**src/rtl/pipe_stage_reg.sv**
```systemverilog
// Inter-stage pipeline register with valid/ready handshake, optional two-entry skid buffer,
// flush/bubble insertion and a saturating stall-cycle counter.
module pipe_stage_reg #(
  parameter int CTRL_W      = 4,
  parameter int DATA_W      = 101,
  parameter int SKID        = 1,
  parameter int STALL_CNT_W = 16
) (
  input  logic                   clk,
  input  logic                   rst,
  input  logic                   in_valid,
  output logic                   in_ready,
  input  logic [CTRL_W-1:0]      in_ctrl,
  input  logic [DATA_W-1:0]      in_data,
  input  logic                   flush,
  output logic                   out_valid,
  input  logic                   out_ready,
  output logic [CTRL_W-1:0]      out_ctrl,
  output logic [DATA_W-1:0]      out_data,
  output logic [1:0]             occupancy,
  output logic [STALL_CNT_W-1:0] stall_cnt,
  input  logic                   stall_cnt_clr
);

  logic                   r_live;
  logic                   r_head_v;
  logic [CTRL_W-1:0]      r_head_ctrl;
  logic [DATA_W-1:0]      r_head_data;
  logic [STALL_CNT_W-1:0] r_stall_cnt;
  logic                   w_skid_v;
  logic                   w_in_xfer;
  logic                   w_out_xfer;

  assign w_in_xfer  = in_valid & in_ready;
  assign w_out_xfer = r_head_v & out_ready;

  // Holds in_ready low while in reset and releases it on the first edge afterwards.
  always_ff @(posedge clk or posedge rst) begin
    if (rst) r_live <= 1'b0;
    else     r_live <= 1'b1;
  end

  generate
    if (SKID != 0) begin : gen_skid
      logic              r_skid_v;
      logic [CTRL_W-1:0] r_skid_ctrl;
      logic [DATA_W-1:0] r_skid_data;
      logic              w_head_load;

      assign w_head_load = !r_head_v || w_out_xfer;
      // in_ready is a pure register output, so out_ready never reaches it combinationally.
      assign in_ready    = r_live & !r_skid_v;
      assign w_skid_v    = r_skid_v;

      always_ff @(posedge clk or posedge rst) begin
        if (rst) begin
          r_head_v <= 1'b0;
          r_skid_v <= 1'b0;
        end else if (flush) begin
          r_head_v <= 1'b0;
          r_skid_v <= 1'b0;
        end else if (w_head_load) begin
          if (r_skid_v) begin
            r_head_v <= 1'b1;
            r_skid_v <= 1'b0;
          end else begin
            r_head_v <= w_in_xfer;
          end
        end else if (w_in_xfer) begin
          r_skid_v <= 1'b1;
        end
      end

      always_ff @(posedge clk) begin
        if (w_head_load) begin
          if (r_skid_v) begin
            r_head_ctrl <= r_skid_ctrl;
            r_head_data <= r_skid_data;
          end else if (w_in_xfer) begin
            r_head_ctrl <= in_ctrl;
            r_head_data <= in_data;
          end
        end
        if (w_in_xfer && !w_head_load) begin
          r_skid_ctrl <= in_ctrl;
          r_skid_data <= in_data;
        end
      end
    end else begin : gen_single
      assign in_ready = r_live & (!r_head_v | out_ready);
      assign w_skid_v = 1'b0;

      always_ff @(posedge clk or posedge rst) begin
        if (rst)             r_head_v <= 1'b0;
        else if (flush)      r_head_v <= 1'b0;
        else if (w_in_xfer)  r_head_v <= 1'b1;
        else if (w_out_xfer) r_head_v <= 1'b0;
      end

      always_ff @(posedge clk) begin
        if (w_in_xfer) begin
          r_head_ctrl <= in_ctrl;
          r_head_data <= in_data;
        end
      end
    end
  endgenerate

  always_ff @(posedge clk or posedge rst) begin
    if (rst)                                    r_stall_cnt <= '0;
    else if (stall_cnt_clr)                     r_stall_cnt <= '0;
    else if (r_head_v && !out_ready && !(&r_stall_cnt))
                                                r_stall_cnt <= r_stall_cnt + STALL_CNT_W'(1);
  end

  assign out_valid = r_head_v;
  // Bubbles carry no control bits, so a consumer without a valid check sees no writes.
  assign out_ctrl  = r_head_v ? r_head_ctrl : '0;
  assign out_data  = r_head_data;
  assign occupancy = {1'b0, r_head_v} + {1'b0, w_skid_v};
  assign stall_cnt = r_stall_cnt;

endmodule

```
**config.mk**
```make
export PLATFORM = sky130hd
export DESIGN_NAME = pipe_stage_reg
export DESIGN_NICKNAME = d
export VERILOG_FILES = /design/src/rtl/pipe_stage_reg.sv
export SDC_FILE = /design/constraint.sdc
export NUM_CORES = 1
export LEC_CHECK = 0
export ABC_AREA = 1
export CORE_MARGIN = 1.5
export CORE_UTILIZATION = 48
export CTS_CLUSTER_DIAMETER = 100
export DETAILED_ROUTE_END_ITERATION = 16
export PLACE_DENSITY = 0.79
export SYNTH_ARGS = -nofsm -noshare
export SYNTH_HDL_FRONTEND = slang
export SYNTH_SLANG_ARGS = --single-unit
```
**constraint.sdc**
```tcl
create_clock -name clk -period 6.4 [get_ports clk]
set_input_delay 1.92 -clock clk [delete_from_list [all_inputs] [get_ports clk]]
set_output_delay 1.92 -clock clk [all_outputs]
set_load 0.03 [all_outputs]
```
Word level (Yosys, flattened, before mapping)
Cells that the tools add are included.
{ "op_classes": {"addsub": 2, "n_mul": 0, "div": 0, "order_cmp": 0, "n_eq_ne": 0, "shifts": 0, "n_mux": 13, "bitwise": 3, "n_reduce_logical": 15} }
{ "ops": {"columns": ["operator", "n"], "rows": [
  ["$mux 101", 2],
  ["$mux 16", 2],
  ["$add 16x1->16 const B", 1],
  ["$reduce_and 16->1", 1],
  ["$mux 4", 3],
  ["$mux 1", 6],
  ["$reduce_bool 2->1", 3],
  ["$logic_not 1->1", 5],
  ["$and 1x1->1", 3],
  ["$logic_and 1x1->1", 3],
  ["$reduce_bool 3->1", 1],
  ["$add 1x1->2", 1],
  ["$reduce_and 2->1", 1],
  ["$logic_or 1x1->1", 1]
]} }
{ "totals": {"ff_bits": 229, "latch_bits": 0, "ram_bits": 0, "mem_bits_ro": 0, "input_bits": 111, "output_inout_bits": 125, "elab_cells": 41, "mem_count": 0} }

Logic depth before layout (Yosys ltp)
Gate-level depths: netlist of run 1.
{ "logic_depth": {"ltp_word": 6, "ltp_mapped": 10, "depth_no_buf": 9} }

Least setup slack after synthesis of run 1
Ideal clock, no wire load.
{ "synth_path": {"path_kind": "input to register", "start": "input port out_ready", "end": "register gen_skid.r_skid_ctrl[0], enable pin", "setup_ns": 0.570, "arrival_ns": 6.602, "required_ns": 5.830, "slack_ns": -0.772, "path_stages": 3, "path_buffers": 0, "path_cell_list": "nor2_1 -> inv_1 -> nor2_1"} }
{ "synth_via": {"elab_chain_len": 4} }
{ "synth_rtl": {"columns": ["element", "line", "source"], "rows": [
  ["start: declaration", "17", "input logic out_ready,"],
  ["$and 1x1->1", "35", "assign w_out_xfer = r_head_v & out_ready;"],
  ["$logic_or 1x1->1", "50", "assign w_head_load = !r_head_v || w_out_xfer;"],
  ["$logic_not 1->1", "84", "if (w_in_xfer && !w_head_load) begin"],
  ["$logic_and 1x1->1", "84", null],
  ["end signal: assignment", "85", "r_skid_ctrl <= in_ctrl;"],
  ["end: declaration", "46", "logic [CTRL_W-1:0] r_skid_ctrl;"]
]} }
No other way between the ends.
A chain may end at the register's enable or synchronous reset.

Final worst setup path of run 1
{ "layout_path": {"start": "register r_head_v (netlist: out_valid)", "end": "output port occupancy[0]"} }
{ "layout_via": {"elab_chain_len": 1} }
{ "layout_rtl": {"columns": ["element", "line", "source"], "rows": [
  ["start: declaration", "26", "logic r_head_v;"],
  ["start signal: assignment", "67", "r_head_v <= w_in_xfer;"],
  ["$add 1x1->2", "120", "assign occupancy = {1'b0, r_head_v} + {1'b0, w_skid_v};"],
  ["end: declaration", "20", "output logic [1:0] occupancy,"]
]} }
No other way between the ends.

==> results of run 1 <==
==> where the power goes <==
group	total [mW]	internal, mW	leakage (nW)	switching, mW
combinational	0.281	0.129	2.14	0.152
sequential	1.70	1.68	2.19	0.0150
clock	1.33	0.787	0.370	0.542
total	3.31	2.60	4.70	0.709
==> final timing paths <==
kind / from / endpoint / slack, ns / depth (start not counted)
worst min-delay path: gen_skid.r_skid_data[80]$_DFFE_PP_ / out_data[80]$_DFFE_PP_ / 0.51 / 2
max in group asynchronous: rst / gen_skid.r_skid_v$_DFFE_PP0P_ / 4.02 / 2
worst min register to register: gen_skid.r_skid_data[80]$_DFFE_PP_ / out_data[80]$_DFFE_PP_ / 0.51 / 2
min in group asynchronous: rst / stall_cnt[14]$_DFFE_PP0P_ / 1.85 / 2
worst max register to register: out_valid$_DFFE_PP0N_ / gen_skid.r_skid_data[15]$_DFFE_PP_ / 3.96 / 5
worst max-delay path: out_valid$_DFFE_PP0N_ / occupancy[0] / 2.51 / 2
==> metrics by stage <==
stage	instance area (um2)	util, %
finish	12100	67.6
global route	12100	67.6
CTS	12100	67.6
detailed placement	11400	63.4
global placement	11400	63.4
floorplan	8780	-
==> registers in the layout (all words and copies together) (netlist names) <==
| name | flops |
|---|---|
| gen_skid.r_skid_ctrl | 4 |
| gen_skid.r_skid_data | 101 |
| gen_skid.r_skid_v | 1 |
| out_data | 101 |
| out_valid | 1 |
| r_head_ctrl | 4 |
| r_live | 1 |
| stall_cnt | 16 |
==> worst reg2reg max path, cell delays in order, from the launching register on <==
cell	delay, ns
dfrtp_1	0.51
inv_1	0.07
nor2_1	0.24
inv_1	0.21
nor2_4	0.60
buf_4	0.47
==> logic make-up (layout without fill, tap and decap cells) <==
kind of cell	after synthesis	count (layout)	synth area share (%)
adders and majority gates	2	2	0.285
and+or+nand+nor	425	425	19.0
AOI/OAI and AO/OA	8	8	0.613
DFF	229	229	77.2
buffers and inverters	44	302	2.22
xor gates and xnor gates	6	6	0.599
other	1	1	0.0427
==> cell usage in the layout (no fill, tap or decap), drive strengths merged <==
cell type and instances:
buf 6, or2 1, ha 2, bufinv 2, nor2 24, xor2 5
clkbuf 28, o21ai 3, dfrtp 19, conb 1, clkdlybuf4s50 235, xnor2 1
inv 17, nand2 374, nand3 15, o21bai 1, clkinv 14, a21oi 4
nand4 10, nor3 1, edfxtp 210
==> routing by layer <==
layer	vias to the layer above	part of all wire, %	GRT usage (%)
met4	2	3.2	7.26
met2	264	49	33.6
met1	2832	40	26.7
li1	2883	-	-
met5	-	0.055	0
met3	51	7.9	4.57
==> area by class of cell <==
type	instances	area share (%)
sequential	229	55.9
clock inverter	15	0.969
inverter	18	0.588
timing repair buffer	241	20.0
clock buffer	28	5.25
multi-input combinational	442	15.0
tap	229	2.36
==> impl_metrics.csv, run 1 <==
group,metric,value,unit
die,start_util,48.9,%
die,io_pins,236,
setup_path,max_stage_delay,0.66,ns
timing,fin_crit_sh,60.8,%
setup_path,worst_setup_path_start_kind,"flop",
timing,fmax,257,MHz
clock_tree,clock_latency,0.50,ns
route,initialDrtViolationCount,478,
route,drc,0,
clock_tree,clockBufferDepth,3,
timing,tightest_slew,1.16,ns
status,status,"completed",
layout,ff_latch_area,6790,um2
synth,synth_cell_types,27,
timing,setup_ws,2.51,ns
grt,gr-usage-all-layers,20.3,%
setup_path,critPathArrivalTime,1.97,ns
timing,setup_viol,0,
clock_tree,cts_setup_buffers,0,
grt,grt_first_pass_wirelength,30700,um
layout,num-fill-cells,1305,
route,routed_via_density,5.02,
grt,grt_start_max_net_pins,106,
grt,grt_pass1_vias,5889,
timing,rsz0062_at_grt,"no",
layout,area.growth.synth_to_final,38.3,%
die,die_area,19100,um2
synth,synth_area,8780,um2
job,drv_cap,0,
setup_path,crit_buf_inv,1,
placed_design,pre_cts_ws,2.13,ns
pwr,ir_drop,0.205,mV
clock_tree,cts_tree,"built",
timing,period_needed,3.89,ns
clock_tree,clkTransAtPathRegs,0.06,ns
synth,netlist_instances,715,
setup_path,required,4.48,ns
pwr,fin_total_pwr,3.31,mW
grt,grt_overflow,0,
synth,synth_common_cells,"nand2_1, edfxtp_1, nor2_1",
synth,synth_area_per_cell,12.3,um2
clock_tree,clock_sinks,229,
placed_design,place_hpwl,13000,um
synth,ys_seq_area_share,77.2,%
layout,antenna_cells,0,
die,fp.coreArea,18000,um2
clock_tree,cts_root_buffer,"clkbuf_16",
synth,synthFlopType,"edfxtp_1",
placed_design,port_buffers,235,
synth,ys_ff_latch,229,
worst_hold_path,hp-class,"reg2reg",
synth,synth_top_area_share,71.8,%
timing,slew_headroom,22.8,%
clock_tree,ctsResizeCount,0,
clock_tree,cts_hold_buffers,0,
synth,synth_edf_count,210,
synth,yosysTopAreaCell,"edfxtp_1",
timing,tns,0,ns
setup_path,critPathTopFamily,"buffers and inverters",
route,vias,6032,
grt,antenna_found_initial,1,
die,num_rows,49,
route,drt-wirelength-per-cell,16.6,um
setup_path,crit_chain,"ha_1 > clkdlybuf4s50_1",
timing,hold_violations,0,
synth,syn-num-nets,828,
layout,multiInputGateArea,1820,um2
synth,synthArstFlopShare,8.30,%
pwr,power.density,273,nW/um2
placed_design,dp.cells,1159,
setup_path,path_max_fanout,7,
route,drt_wl_total,19900,um
pwr,leakagePower,4.70,nW
synth,synth_area_leaders,"edfxtp_1, nand2_1, dfrtp_1",
route,drt-pass1-iter-count,5,
setup_path,worstSetupPathType,"reg2out",
setup_path,crit_path_end_kind,"output pin",
placed_design,gp_congestion,0.834,
layout,final_nets,1069,
die,die_y,138,um
clock_tree,cts_buffers,24,
clock_tree,htree_levels,1,
layout,fin_cells,1202,
synth,yosysMostFrequentCell,"nand2_1",
timing,hold_ws,0.510,ns
route,ant_nets,0,
die,die_w,138,um
synth,yosysWarnings,0,
layout,layout-drive-gt1-share,5.34,%
timing,finalClockSkew,0.00635,ns
setup_path,worst_path_max_delay_cell,"clkdlybuf4s50_1",
timing,timing.final.max_slew_violations,0,
(Power assumes the default switching activity.)
==> run 2: changes to the inputs <==
CORE_UTILIZATION = 44   (was 48)
PLACE_DENSITY = 0.77   (was 0.79)
clock period = 3.3 ns   (was 6.4 ns; I/O delays follow)
==> impl_metrics.csv, run 2 (synthesized netlist as in run 1, its figures left out) <==
group,metric,value,unit
status,status,"completed",
setup_path,worstSetupPathType,"reg2out",
die,fp.coreArea,19500,um2
clock_tree,cts_hold_buffers,0,
pwr,p_int,4.95,mW
clock_tree,ctsResizeCount,0,
layout,area.growth.synth_to_final,39.5,%
route,vias,5946,
grt,grt_pass1_vias,5827,
timing,slew_headroom,49.3,%
setup_path,rr_worst_depth,5,
timing,hold_violations,0,
pwr,switching_share,21.4,%
pwr,ir_drop,0.332,mV
clock_tree,cts_setup_buffers,0,
setup_path,path_max_fanout,7,
timing,finalClockSkew,0.0186,ns
setup_path,reg2reg_setup_slack,1.28,ns
route,drc,0,
die,num_rows,51,
layout,final_nets,1075,
grt,gr-usage-all-layers,19.2,%
layout,layout-drive-gt1-share,6.56,%
grt,grt_start_max_net_pins,99,
clock_tree,clkTransAtPathRegs,0.06,ns
timing,setup_viol,0,
grt,grt_first_pass_wirelength,30700,um
layout,mostFrequentLayoutCells,"nand2_1, clkdlybuf4s50_1, edfxtp_1, clkbuf_16, dfrtp_1",
layout,antenna_cells,0,
pwr,clockPowerShare,39.0,%
clock_tree,cts_root_buffer,"clkbuf_16",
job,drv_cap,0,
placed_design,place_hpwl,13100,um
timing,timing.final.max_slew_violations,0,
grt,grt_overflow,0,
timing,fmax,337,MHz
clock_tree,clock_latency,0.50,ns
clock_tree,cts_tree,"built",
timing,rsz0062_at_grt,"no",
pwr,p_sw,1.35,mW
placed_design,pre_cts_ws,0.496,ns
setup_path,critPathArrivalTime,1.98,ns
route,routed_via_density,4.79,
grt,antenna_found_initial,1,
timing,setup_ws,0.334,ns
setup_path,worst_setup_path_start_kind,"flop",
pwr,leakagePower,4.74,nW
die,die_w,144,um
timing,fin_crit_sh,89.9,%
route,drt-wirelength-per-cell,16.0,um
die,io_pins,236,
worst_hold_path,holdPathStages,2,
placed_design,gp_congestion,0.843,
placed_design,port_buffers,235,
die,die_y,144,um
pwr,fin_total_pwr,6.30,mW
pwr,sequentialPowerShare,52.2,%
pwr,power.density,515,nW/um2
setup_path,crit_path_end_kind,"output pin",
timing,tightest_slew,0.759,ns
route,drt-pass1-iter-count,5,
layout,final_common_cell,"nand2_1",
timing,tns,0,ns
clock_tree,cts_buffers,23,
worst_hold_path,hp-class,"reg2reg",
setup_path,required,2.31,ns
clock_tree,htree_levels,1,
clock_tree,clockBufferDepth,3,
die,die_area,20800,um2
clock_tree,clock_sinks,229,
timing,period_needed,2.97,ns
route,initialDrtViolationCount,429,
pwr,combinationalPowerShare,8.8,%
die,start_util,45.0,%
route,drt_wl_total,19900,um
route,ant_nets,0,
==> run 2: changes by cell type in the layout (fill, tap and decap cells not counted), sizes merged <==
cell | before | now
buf | 6 | 13
clkinv | 14 | 11
clkbuf | 28 | 26
inv | 17 | 18
==> run 2: final timing paths <==
kind,from,end
min in group asynchronous,rst,gen_skid.r_skid_v$_DFFE_PP0P_
max in group asynchronous,rst,gen_skid.r_skid_v$_DFFE_PP0P_
max,out_valid$_DFFE_PP0N_,occupancy[0]
max reg2reg,gen_skid.r_skid_v$_DFFE_PP0P_,out_data[58]$_DFFE_PP_
min reg2reg,gen_skid.r_skid_data[89]$_DFFE_PP_,out_data[89]$_DFFE_PP_
min,gen_skid.r_skid_data[89]$_DFFE_PP_,out_data[89]$_DFFE_PP_
==> run 2: per-stage QoR <==
step / hold WS [ns] / utilization, % / cells / cell area, um2
after detailed placement: 0.500 / 59.1 / 1202 / 11500
after CTS: 0.507 / 62.7 / 1241 / 12200
after global routing: 0.527 / 62.7 / 1241 / 12200
after global placement: 0.497 / 59.1 / 1202 / 11500
after floorplan: 0.491 / - / 715 / 8800
final: 0.506 / 62.7 / 1241 / 12200
==> run 2: routing by layer <==
metal / share of wire, % / wire length (um) / track usage (%) / vias to the layer above
met5: 0.065 / 13 / 0 / -
met4: 2.6 / 513 / 6.49 / 2
met3: 9.6 / 1910 / 5.63 / 39
met2: 46 / 9200 / 30.1 / 246
met1: 41 / 8250 / 25.7 / 2764
li1: - / - / - / 2895
==> run 2: layout make-up <==
cell class	instances	area, um2
clock buffers	26	587
clock inverters	13	123
fillers	1498	7280
inverters	18	71.3
multi-input cells	442	1820
flip-flops and latches	229	6790
well taps	265	332
repair buffers	248	2520
==> run 2: power by group through the flow <==
stage	clock [mW]	combinational, mW	sequential, mW
after global placement	0	0.545	3.35
after global routing	2.62	0.594	3.30
final	2.46	0.552	3.29
after detailed placement	0	0.555	3.35
after floorplan	0	0.117	3.47
after CTS	2.52	0.558	3.29
==> run 2: worst max-delay path, cell delays in order (launching register included) <==
cell	delay, ns
dfrtp_1	0.49
ha_1	0.33
clkdlybuf4s50_1	0.66
==> run 3: changes to the inputs <==
CORE_UTILIZATION = 48   (was 44)
PLACE_DENSITY = 0.79   (was 0.77)
clock period = 2.9 ns   (was 3.3 ns; I/O delays follow)
==> impl_metrics.csv, run 3 (synthesized netlist as in run 1, its figures left out) <==
group,metric,value,unit
grt,gr-usage-all-layers,19.9,%
clock_tree,clock_sinks,229,
pwr,fin_total_pwr,7.19,mW
timing,tns,0,ns
die,die_w,138,um
clock_tree,cts_buffers,23,
die,fp.coreArea,18000,um2
pwr,sequentialPowerShare,52.1,%
timing,tightest_slew,0.749,ns
grt,grt_overflow,0,
pwr,combinationalPowerShare,8.7,%
layout,area.growth.synth_to_final,39.4,%
pwr,power.density,587,nW/um2
setup_path,crit_path_end_kind,"output pin",
grt,gr-usage-met1,26.9,%
job,drv_cap,0,
placed_design,pre_cts_ws,0.359,ns
route,drc,0,
die,num_rows,49,
route,routed_via_density,4.88,
die,io_pins,236,
route,vias,5910,
placed_design,port_buffers,235,
setup_path,rr_startpoint,"gen_skid.r_skid_v$_DFFE_PP0P_",
grt,antenna_found_initial,2,
placed_design,dp.cells,1167,
timing,setup_viol,0,
timing,fin_crit_sh,96.9,%
die,die_y,138,um
timing,hold_ws,0.505,ns
timing,finalClockSkew,0.0206,ns
status,status,"completed",
timing,period_needed,2.81,ns
clock_tree,ctsResizeCount,0,
grt,grt_start_max_net_pins,84,
layout,num-fill-cells,1295,
layout,multiInputGateArea,1840,um2
clock_tree,clkTransAtPathRegs,0.06,ns
setup_path,path_max_fanout,4,
setup_path,required,2.03,ns
die,start_util,48.9,%
setup_path,critPathArrivalTime,1.94,ns
pwr,leakagePower,4.75,nW
placed_design,place_hpwl,13100,um
timing,hold_violations,0,
pwr,p_sw,1.55,mW
timing,setup_ws,0.0888,ns
clock_tree,cts_hold_buffers,0,
worst_hold_path,holdPathStages,2,
timing,fmax,356,MHz
grt,grtUsageMet2,32.1,%
worst_hold_path,holdPathEnd,"r_head_ctrl[1]$_DFFE_PP_",
setup_path,r2r-end,"out_data[56]$_DFFE_PP_",
grt,grt_util_met3,4.92,%
route,drt_wl_total,19400,um
route,drt-wirelength-per-cell,16.0,um
worst_hold_path,hp-class,"reg2reg",
die,die_area,19100,um2
setup_path,rr_worst_depth,5,
setup_path,worstSetupPathType,"reg2out",
pwr,switching_share,21.6,%
layout,ff_latch_area,6790,um2
layout,layout-drive-gt1-share,6.84,%
clock_tree,cts_setup_buffers,0,
layout,fin_cells,1210,
clock_tree,clockBufferDepth,3,
pwr,clockPowerShare,39.2,%
route,drt-pass1-iter-count,5,
pwr,p_int,5.64,mW
layout,mostFrequentLayoutCells,"nand2_1, clkdlybuf4s50_1, edfxtp_1, clkbuf_16, dfrtp_1",
clock_tree,cts_root_buffer,"clkbuf_16",
grt,grt_pass1_vias,5834,
route,ant_nets,0,
timing,rsz0062_at_grt,"no",
worst_hold_path,holdCritStartpoint,"gen_skid.r_skid_ctrl[1]$_DFFE_PP_",
setup_path,reg2reg_setup_slack,0.63,ns
pwr,ir_drop,0.388,mV
route,initialDrtViolationCount,404,
placed_design,gp_congestion,0.848,
clock_tree,cts_tree,"built",
setup_path,worst_setup_path_start_kind,"flop",
timing,slew_headroom,50.0,%
grt,top_usage_layer,"met2",
timing,timing.final.max_slew_violations,0,
layout,final_common_cell,"nand2_1",
grt,grt_first_pass_wirelength,30400,um
clock_tree,htree_levels,1,
clock_tree,clock_latency,0.50,ns
layout,final_nets,1076,
## run 3: metrics by stage
stage	util [%]	cell area [um2]
floorplan	-	8820
global placement	64.1	11500
detailed placement	64.1	11500
CTS	68.1	12200
global route	68.1	12200
finish	68.1	12200
## run 3: worst max-delay path, stage by stage (launching register included)
cell	delay, ns
dfrtp_4	0.50
ha_1	0.28
clkdlybuf4s50_1	0.66
## run 3: final cells by class
class | count | area share (%)
Tap cell | 229 | 2.34
Clock buffer | 25 | 4.76
Multi-Input combinational cell | 442 | 15.0
Antenna cell | 1 | 0.0204
Sequential cell | 229 | 55.4
Timing Repair Buffer | 249 | 20.7
Inverter | 18 | 0.603
Clock inverter | 17 | 1.12
## run 3: power groups by stage
| stage | combinational (mW) | sequential, mW | clock, mW |
|---|---|---|---|
| 6_report | 0.623 | 3.75 | 2.82 |
| 5_1_grt | 0.665 | 3.75 | 3.01 |
| 4_1_cts | 0.630 | 3.75 | 2.89 |
| 3_5_place_dp | 0.628 | 3.82 | 0 |
| 3_3_place_gp | 0.616 | 3.82 | 0 |
| 2_1_floorplan | 0.135 | 3.95 | 0 |
## run 3: worst max path at each step
stage | slack, ns | depth (start not counted) | endpoint | startpoint
2_1_floorplan | -0.14 | 3 | gen_skid.r_skid_ctrl[0]$_DFFE_PP_ | out_ready
4_1_cts | 0.06 | 2 | occupancy[0] | gen_skid.r_skid_v$_DFFE_PP0P_
3_5_place_dp | 0.36 | 5 | gen_skid.r_skid_data[33]$_DFFE_PP_ | out_ready
3_3_place_gp | 0.36 | 5 | gen_skid.r_skid_data[56]$_DFFE_PP_ | out_ready
5_1_grt | 0.05 | 2 | occupancy[0] | gen_skid.r_skid_v$_DFFE_PP0P_
6_report | 0.09 | 2 | occupancy[0] | gen_skid.r_skid_v$_DFFE_PP0P_
## run 3: layer usage
layer  vias up  wire length (um)
met5         -                13
met4         2               529
met3        39              1490
met2       226              9080
met1      2744              8310
li1       2899                 -
